File: config.mk
export PLATFORM = sky130hd
export DESIGN_NAME = fu_issue_ctrl
export DESIGN_NICKNAME = d
export VERILOG_FILES = /design/src/rtl/fu_issue_ctrl.sv
export SDC_FILE = /design/constraint.sdc
export NUM_CORES = 1
export LEC_CHECK = 0
export ABC_AREA = 0
export BUFFER_PORTS_ARGS = -buffer_cell sky130_fd_sc_hd__buf_2
export CORE_AREA = 2 2 39 41
export CTS_CLUSTER_SIZE = 24
export DETAILED_ROUTE_END_ITERATION = 6
export DIE_AREA = 0 0 41 43
export PLACE_DENSITY = 0.77
export SLEW_MARGIN = 20
export SYNTH_ARGS = -nofsm -noshare
export SYNTH_HDL_FRONTEND = slang
export SYNTH_SLANG_ARGS = --single-unit
File: constraint.sdc
create_clock -name clock -period 5.5 [get_ports clock]
set_clock_uncertainty 0.1 [all_clocks]
set_input_delay 0.275 -clock clock [delete_from_list [all_inputs] [get_ports clock]]
set_output_delay 0.275 -clock clock [all_outputs]
set_load 0.01 [all_outputs]
File: src/rtl/fu_issue_ctrl.sv
// Issue scheduler between the reservation station and the functional units.
// A writeback-slot reservation table keeps CDB use per cycle at or below N.
module fu_issue_ctrl #(
  parameter int unsigned N         = 3,
  parameter int unsigned NUM_ALU   = 3,
  parameter int unsigned NUM_MULT  = 2,
  parameter int unsigned NUM_LOAD  = 2,
  parameter int unsigned NUM_STORE = 1,
  parameter int unsigned MULT_LAT  = 4,
  localparam int unsigned CW       = $clog2(N + 1)
) (
  input  logic                 clock,
  input  logic                 reset,
  input  logic                 squash,
  input  logic [NUM_ALU-1:0]   fu_alu_issued,
  input  logic [NUM_MULT-1:0]  fu_mult_issued,
  input  logic [NUM_LOAD-1:0]  fu_load_issued,
  input  logic [NUM_STORE-1:0] fu_store_issued,
  input  logic [NUM_LOAD-1:0]  load_wb_req,
  input  logic [NUM_STORE-1:0] store_done,
  output logic [NUM_ALU-1:0]   fu_alu_avail,
  output logic [NUM_MULT-1:0]  fu_mult_avail,
  output logic [NUM_LOAD-1:0]  fu_load_avail,
  output logic [NUM_STORE-1:0] fu_store_avail,
  output logic [NUM_LOAD-1:0]  load_wb_gnt,
  output logic [CW-1:0]        cdb_free_cnt
);

  localparam logic [CW:0] NFull = (CW + 1)'(N);
  localparam logic [CW:0] One   = (CW + 1)'(1);

  // res_q[k] holds CDB slots already claimed for the cycle k ahead of now.
  logic [CW-1:0]        res_q [MULT_LAT];
  logic [CW-1:0]        res_d [MULT_LAT];
  logic [NUM_LOAD-1:0]  load_busy_q, load_busy_d;
  logic [NUM_STORE-1:0] store_busy_q, store_busy_d;

  logic [NUM_ALU-1:0]  alu_av;
  logic [NUM_MULT-1:0] mult_av;
  logic [NUM_LOAD-1:0] gnt;
  logic [CW:0]         alu_acc, mult_acc, load_acc, alu_cnt, mult_cnt;

  always_comb begin
    mult_av  = '0;
    alu_av   = '0;
    gnt      = '0;
    mult_acc = '0;
    mult_cnt = '0;
    alu_cnt  = '0;
    alu_acc  = {1'b0, res_q[1]};
    load_acc = {1'b0, res_q[0]};

    // Multipliers are served first: their slot lies furthest ahead.
    for (int unsigned j = 0; j < NUM_MULT; j++) begin
      mult_av[j] = mult_acc < NFull;
      if (mult_av[j]) mult_acc = mult_acc + One;
      if (mult_av[j] && fu_mult_issued[j]) mult_cnt = mult_cnt + One;
    end

    for (int unsigned j = 0; j < NUM_ALU; j++) begin
      alu_av[j] = alu_acc < NFull;
      if (alu_av[j]) alu_acc = alu_acc + One;
      if (alu_av[j] && fu_alu_issued[j]) alu_cnt = alu_cnt + One;
    end

    // Loads take whatever is left of the current cycle's slots.
    for (int unsigned j = 0; j < NUM_LOAD; j++) begin
      gnt[j] = load_wb_req[j] && load_busy_q[j] && (load_acc < NFull);
      if (gnt[j]) load_acc = load_acc + One;
    end
  end

  assign fu_alu_avail   = alu_av;
  assign fu_mult_avail  = mult_av;
  assign fu_load_avail  = ~load_busy_q;
  assign fu_store_avail = ~store_busy_q;
  assign load_wb_gnt    = gnt;
  assign cdb_free_cnt   = CW'(NFull - load_acc);

  always_comb begin
    for (int unsigned k = 0; k < MULT_LAT - 1; k++) begin
      res_d[k] = res_q[k + 1];
    end
    res_d[MULT_LAT-1] = CW'(mult_cnt);
    res_d[0]          = CW'({1'b0, res_d[0]} + alu_cnt);

    load_busy_d  = (load_busy_q & ~gnt) | (fu_load_issued & ~load_busy_q);
    store_busy_d = (store_busy_q & ~store_done) | (fu_store_issued & ~store_busy_q);
  end

  always_ff @(posedge clock) begin
    if (reset || squash) begin
      for (int unsigned k = 0; k < MULT_LAT; k++) begin
        res_q[k] <= '0;
      end
      load_busy_q  <= '0;
      store_busy_q <= '0;
    end else begin
      for (int unsigned k = 0; k < MULT_LAT; k++) begin
        res_q[k] <= res_d[k];
      end
      load_busy_q  <= load_busy_d;
      store_busy_q <= store_busy_d;
    end
  end

endmodule

==> results by group, run 1 <==
Run status
  • Status: complete, no violations

Synth
  • Mean area per synthesized cell: 8.98 sq um
  • Post-synth ARST share: 0
  • Synth Instances: 67
  • Post-synth EDFFs: 0
  • Synthesized cell area: 602 sq um
  • Yosys top cell area share: 0.366
  • Yosys warns: 0
  • Post-synth top cells: dfxtp_1 (11), inv_1 (7), and2_1 (6)
  • Most frequent cell after synthesis: dfxtp_1
  • Sequential area share after synthesis: 0.366
  • Yosys reg bits: 11
  • Yosys top cell by area: dfxtp_1
  • Largest cells by area after synthesis: dfxtp_1 (37%), ha_1 (8.3%), mux2i_1 (6.7%), and2_1 (6.2%), nor2b_1 (5.2%)
  • Synth unique cells: 23
  • Synth Flop Type: dfxtp_1

Flow run
  • # Max-Cap Violations: 0

Worst setup path
  • Worst EP arrival: 1610 ps
  • CP max stage cell: dfxtp_1
  • CP cell instances: ha_1 -> nand3b_4 -> mux2_4 -> a31oi_1 -> buf_2
  • Element type at the critical path end: output pin
  • R2r setup slk: 3550 ps
  • Critical Path RT: 5120 ps
  • Critical path peak fanout: 6
  • CP startpoint: res_q[0][0]
  • RR Startpoint: res_q[1][1]
  • Reg2reg path depth: 7
  • Critical path's largest stage delay: 350 ps
  • Reg2reg end: res_q[0][1]
  • Startpoint Class: register
  • Kind of critical path: reg -> out
  • Crit path to: cdb_free_cnt[1]

GRT
  • Largest net degree at the start of global routing: 10
  • Initial antenna violation count: 0
  • Global-route wire length before repair: approximately 1700 um
  • GRT Residual Overflow: 0
  • GRT Overall Usage: 0.149
  • Vias in the first global route: 495

Cells and area
  • Fin nets: 112
  • FF+latch area: 220 sq um
  • Layout Area Growth over Synthesis: 25.2%
  • FILL cells: ~130
  • Layout cells sized above 1: 0.323
  • Antenna diodes: 0
  • Area occupied by multi-input gates: between 300 and 400 sq um
  • Final Cell Area: between 700 and 800 sq um

Placement
  • Area post-placement: ~730 sq um
  • Half-perimeter wire length after placement: 891 um
  • GP Congestion: approximately 0.71
  • PortBufs: 23
  • Placement Setup Slack: 3540 ps

Pwr
  • Lkg Pwr: 0.000399 uW
  • Gate power share: 0.170
  • Net Sw Power: between 40 and 50 uW
  • Overall power: about 170 uW
  • VDD IR-drop max: 0.142 mV
  • Internal power: around 120 uW
  • PwrDens: 222 nW/um^2
  • Clock Power Share: 0.323
  • Reg power frac: 0.506
  • Switching Fraction: 0.258

Die
  • Core region area: 1380 sq um
  • Chip Height: 43 um
  • Num rows: 14
  • Die footprint: 1760 sq um
  • Io pins: 26
  • Initial Util: 0.435
  • Width of the die: 41 um

Detailed routing
  • DRT iter0 DRCs: 3
  • DR vias/cell: 4.69
  • WL per Instance: 9.88 um
  • ANT nets after route: 0
  • DRC violations left: 0
  • First-pass iteration count of the detailed router: 3
  • DR vias: 511
  • Detailed Route WL: about 1100 um

STA
  • Final worst slack: 3510 ps
  • Post-route minimum period: 1990 ps
  • Fin Setup TNS: 0 ps
  • Fin. max-slew vios: 0
  • Final period utilization: 0.361
  • RSZ-0062 raised after global routing: false
  • Endpoints failing hold: 0
  • Final Setup Violations: 0
  • Maximum clock rate: 504 MHz

Hold path
  • Hold WC Path Type: in -> reg

Clock tree
  • Worst-case clock buffer depth: 2
  • Root cell of the clock tree: clkbuf_4
  • CTS H-Tree Depth: 1
  • Worst-path clk slew: about 70 ps
  • TritonCTS clock tree: yes
  • CTS Buf Count: 3
  • Worst-skew pair later-pin latency: 270 ps
  • Post-CTS Setup Bufs: 0
  • Hold buffer count at cts: 0
  • PostCTS Resize Cnt: 0
  • Clock tree sinks: 11
layer usage:
| layer | wire (um) | up-vias | global-route usage |
|---|---|---|---|
| li1 | - | 267 | - |
| met1 | 422 | 226 | 0.136 |
| met2 | 566 | 18 | 0.256 |
| met3 | 88 | 0 | 0.0995 |
| met4 | 0 | 0 | 0.0333 |
| met5 | 0 | - | 0 |
final cells by class:
cell class                      instances  share of cell area
Multi-Input combinational cell         48               0.457
Clock buffer                            3              0.0299
Clock inverter                          1             0.00664
Tap cell                               16              0.0266
Timing Repair Buffer                   23               0.153
Inverter                                7              0.0349
Sequential cell                        11               0.292
stage by stage:
step / std cells / hold slack [ps] / utilization
final: 109 / 110 / 0.544
after global routing: 109 / 101 / 0.544
after CTS: 109 / 99.5 / 0.544
after detailed placement: 105 / 317 / 0.524
after global placement: 105 / 311 / 0.524
after floorplan: 68 / 252 / -
layout by cell type (no fill, tap or decap), drive strengths merged, types with 2 or more instances in the layout:
cell type	n
conb	2
dfxtp	11
mux2i	4
and2	6
inv	7
nor2b	5
nand2b	2
clkbuf	3
nor2	5
buf	23
nor3	2
xnor2	3
nand2	5
ha	4
registers in the layout (all words and copies together), names as in the netlist:
register / cells
store_busy_q: 1
load_busy_q: 2
res_q: 8
cells by family after synthesis:
family,count (synthesis),share of synthesized area
simple gates,29,0.283
xor+xnor,3,0.0437
buf+inv,9,0.0686
compound gates,5,0.0582
other cells,1,0.00623
flops,11,0.366
fa+ha+maj,4,0.0832
mux,5,0.0915
how the worst min path moves through the flow:
stage	from	end	slack (ps)	cells past startpoint
after floorplan	reset	res_q[3][0]	250	1
after global placement	res_q[3][0]	res_q[2][0]	310	1
after detailed placement	res_q[2][1]	res_q[1][1]	320	1
after CTS	reset	store_busy_q	100	2
after global routing	reset	res_q[3][0]	100	2
final	reset	store_busy_q	110	2
critical path: cells and delay by family (launching register included):
| kind | cells | cell delay (ps) |
|---|---|---|
| DFF | 1 | 350 |
| muxes | 1 | 310 |
| adders and majority gates | 1 | 210 |
| and+or+nand+nor | 1 | 190 |
| buffers and inverters | 1 | 150 |
| AOI/OAI and AO/OA | 1 | 130 |
power by group through the flow:
stage | Sequential (uW) | Combinational (uW) | Clock, uW
floorplan | 86.0 | 18.7 | 0
global placement | 86.4 | 27.7 | 0
detailed placement | 86.5 | 28.8 | 0
CTS | 84.6 | 28.9 | 56.7
global route | 85.1 | 32.3 | 61.9
finish | 84.6 | 28.5 | 54.0
Note: power is estimated with default switching activity, not from simulation.
==> inputs of run 2 (changes only) <==
--- a/config.mk
+++ b/config.mk
@@ -7,11 +7,11 @@
 export LEC_CHECK = 0
 export ABC_AREA = 0
 export BUFFER_PORTS_ARGS = -buffer_cell sky130_fd_sc_hd__buf_2
-export CORE_AREA = 2 2 39 41
+export CORE_MARGIN = 2
+export CORE_UTILIZATION = 40
 export CTS_CLUSTER_SIZE = 24
 export DETAILED_ROUTE_END_ITERATION = 6
-export DIE_AREA = 0 0 41 43
-export PLACE_DENSITY = 0.77
+export PLACE_DENSITY = 0.72
 export SLEW_MARGIN = 20
 export SYNTH_ARGS = -nofsm -noshare
 export SYNTH_HDL_FRONTEND = slang
==> constraint.sdc (replaced) <==
create_clock -name clock -period 1.6 [get_ports clock]
set_clock_uncertainty 0.1 [all_clocks]
set_input_delay 0.08 -clock clock [delete_from_list [all_inputs] [get_ports clock]]
set_output_delay 0.08 -clock clock [all_outputs]
set_load 0.01 [all_outputs]
==> run 2 against run 1 <==
Compared with the run above: the run now ends with setup timing left; core utilization is 16 points higher; first-iteration DRC count is 67% higher; clock power grew to 3.4 times the previous value; via count is 13% higher; sequential share of layout area is 4.3 points lower; hold slack worse by 94 ps; power grew to 3.6 times the previous value; routed wire length is 23% higher; non-clock buffer count is 14 higher; global-route usage is 1.2 points higher; largest power group unchanged; highest routed layer is now met4.
==> results by group, run 2 (same netlist as run 1, synthesis figures left out) <==
Run status
  • Status: finished with violations
  • Failing checks: setup timing

Worst setup path
  • Startpoint Class: register
  • Critical path's largest stage delay: 350 ps
  • Critical path peak fanout: 5
  • R2r setup slk: -50 ps
  • Kind of critical path: reg -> out
  • CP cell instances: ha_4 -> nand3b_4 -> mux2_4 -> a31oi_1 -> buf_2
  • Critical Path RT: 1420 ps
  • Worst EP arrival: 1520 ps
  • CP max stage cell: dfxtp_4
  • Element type at the critical path end: output pin

Die
  • Num rows: 13
  • Initial Util: 0.446
  • Io pins: 26
  • Core region area: around 1400 sq um
  • Chip Height: 42.8 um
  • Die footprint: 1830 sq um
  • Width of the die: 42.8 um

GRT
  • Initial antenna violation count: 0
  • Global-route wire length before repair: 2190 um
  • M3 GR Usage: 0.0511
  • GRT Residual Overflow: 0
  • Vias in the first global route: 540
  • GRT Overall Usage: 0.161
  • GR peak layer: met2
  • GRT met1 Usage: 0.172
  • Largest net degree at the start of global routing: 10
  • Grt met2 use: 0.291

Placement
  • Placement Setup Slack: -51.1 ps
  • Half-perimeter wire length after placement: 908 um
  • GP Congestion: 0.818
  • PortBufs: 23
  • Area post-placement: between 700 and 800 sq um

Clock tree
  • TritonCTS clock tree: yes
  • Worst-path clk slew: approximately 70 ps
  • Root cell of the clock tree: clkbuf_4
  • Clock tree sinks: 11
  • CTS H-Tree Depth: 1
  • Worst-skew pair later-pin latency: 260 ps
  • Worst-case clock buffer depth: 2
  • CTS Buf Count: 3

STA
  • Post-route minimum period: 1700 ps
  • RSZ-0062 raised after global routing: true
  • Fin. max-slew vios: 0
  • Final Setup Violations: 4
  • Endpoints failing hold: 0
  • Final period utilization: 1.06
  • Final worst slack: -102 ps
  • Fin Setup TNS: -253 ps
  • Maximum clock rate: 588 MHz

Detailed routing
  • ANT nets after route: 0
  • Detailed Route WL: 1320 um
  • DR vias/cell: 4.71
  • First-pass iteration count of the detailed router: 4
  • DRC violations left: 0
  • DRT iter0 DRCs: 5
  • DR vias: 575
  • WL per Instance: about 11 um

Cells and area
  • Layout cells sized above 1: 0.458
  • Max reg flops: 8
  • Fin nets: 126
  • Final Core Density: 0.700
  • Final Cell Area: 945 sq um
  • Most flop-heavy register: res_q
  • Commonest non-fill, non-tap cell in the layout: buf_2
  • Layout Area Growth over Synthesis: 57.0%
  • Commonest non-fill, non-tap cells in the layout: buf_2 (23), inv_1 (7), dlygate4sd3_1 (7), dfxtp_1 (7), buf_4 (7)
  • FILL cells: 110
  • Regs by FF count: res_q x8, load_busy_q x2, store_busy_q x1
  • Antenna diodes: 0

Pwr
  • Overall power: 604 uW
  • PwrDens: 640 nW/um^2
  • Lkg Pwr: a little under 0.0005 uW
  • VDD IR-drop max: around 0.56 mV

Hold path
  • Hold WC Path Type: in -> reg

Flow run
  • # Max-Cap Violations: 0
[run 2: cell types whose count changed in the layout (fill, tap and decap cells not counted), moves of 2 or more]
cell           delta
buf_4             +7
dfxtp_1           -4
dfxtp_4           +4
dlygate4sd3_1     +7
ha_1              -3
ha_4              +2
[run 2: cell type report]
type	instances	area, sq um	share of cell area
multi-input cells	48	400	0.424
repair buffers	37	238	0.252
clock buffers	4	26.3	0.0278
well taps	15	18.8	0.0199
flip-flops and latches	11	235	0.249
inverters	7	26.3	0.0278
[run 2: timing repair]
action | CTS | global route
gates resized for setup | 7 | 1
buffers inserted | 5 | 0
setup endpoints to repair | 4 | 5
hold buffers | 7 | 0
hold endpoints to repair | 5 | 0
pin swaps | 2 | 0
[run 2: critical path: cells and delay by family, from the launching register on]
family,cells,cell delay [ps]
buffers and inverters,1,150
AOI/OAI and AO/OA,1,130
muxes,1,300
adders and majority gates,1,150
DFF,1,350
and+or+nand+nor,1,180
[run 2: power by group]
| part | total [uW] | switching, uW | internal [uW] |
|---|---|---|---|
| clock network | 183 | 86.9 | 96.3 |
| registers | 286 | 6.85 | 279 |
| logic | 135 | 58.0 | 77.2 |
[run 2: per-stage QoR]
step,hold WS (ps),std cells
after floorplan,56.6,68
after global placement,201,106
after detailed placement,204,106
after CTS,15.8,122
after global routing,54.4,122
final,15.4,122
[run 2: worst paths after layout]
path / cells past startpoint / from / to
max: 5 / res_q[0][1] / cdb_free_cnt[1]
min reg2reg: 1 / res_q[3][1] / res_q[2][1]
max reg2reg: 7 / res_q[1][1] / res_q[0][1]
min: 3 / fu_store_issued / store_busy_q
[run 2: layer usage]
layer  share of wire  vias up
met2            0.50       21
li1                -      298
met1            0.43      254
met4           0.016        0
met5               0        -
met3           0.061        2
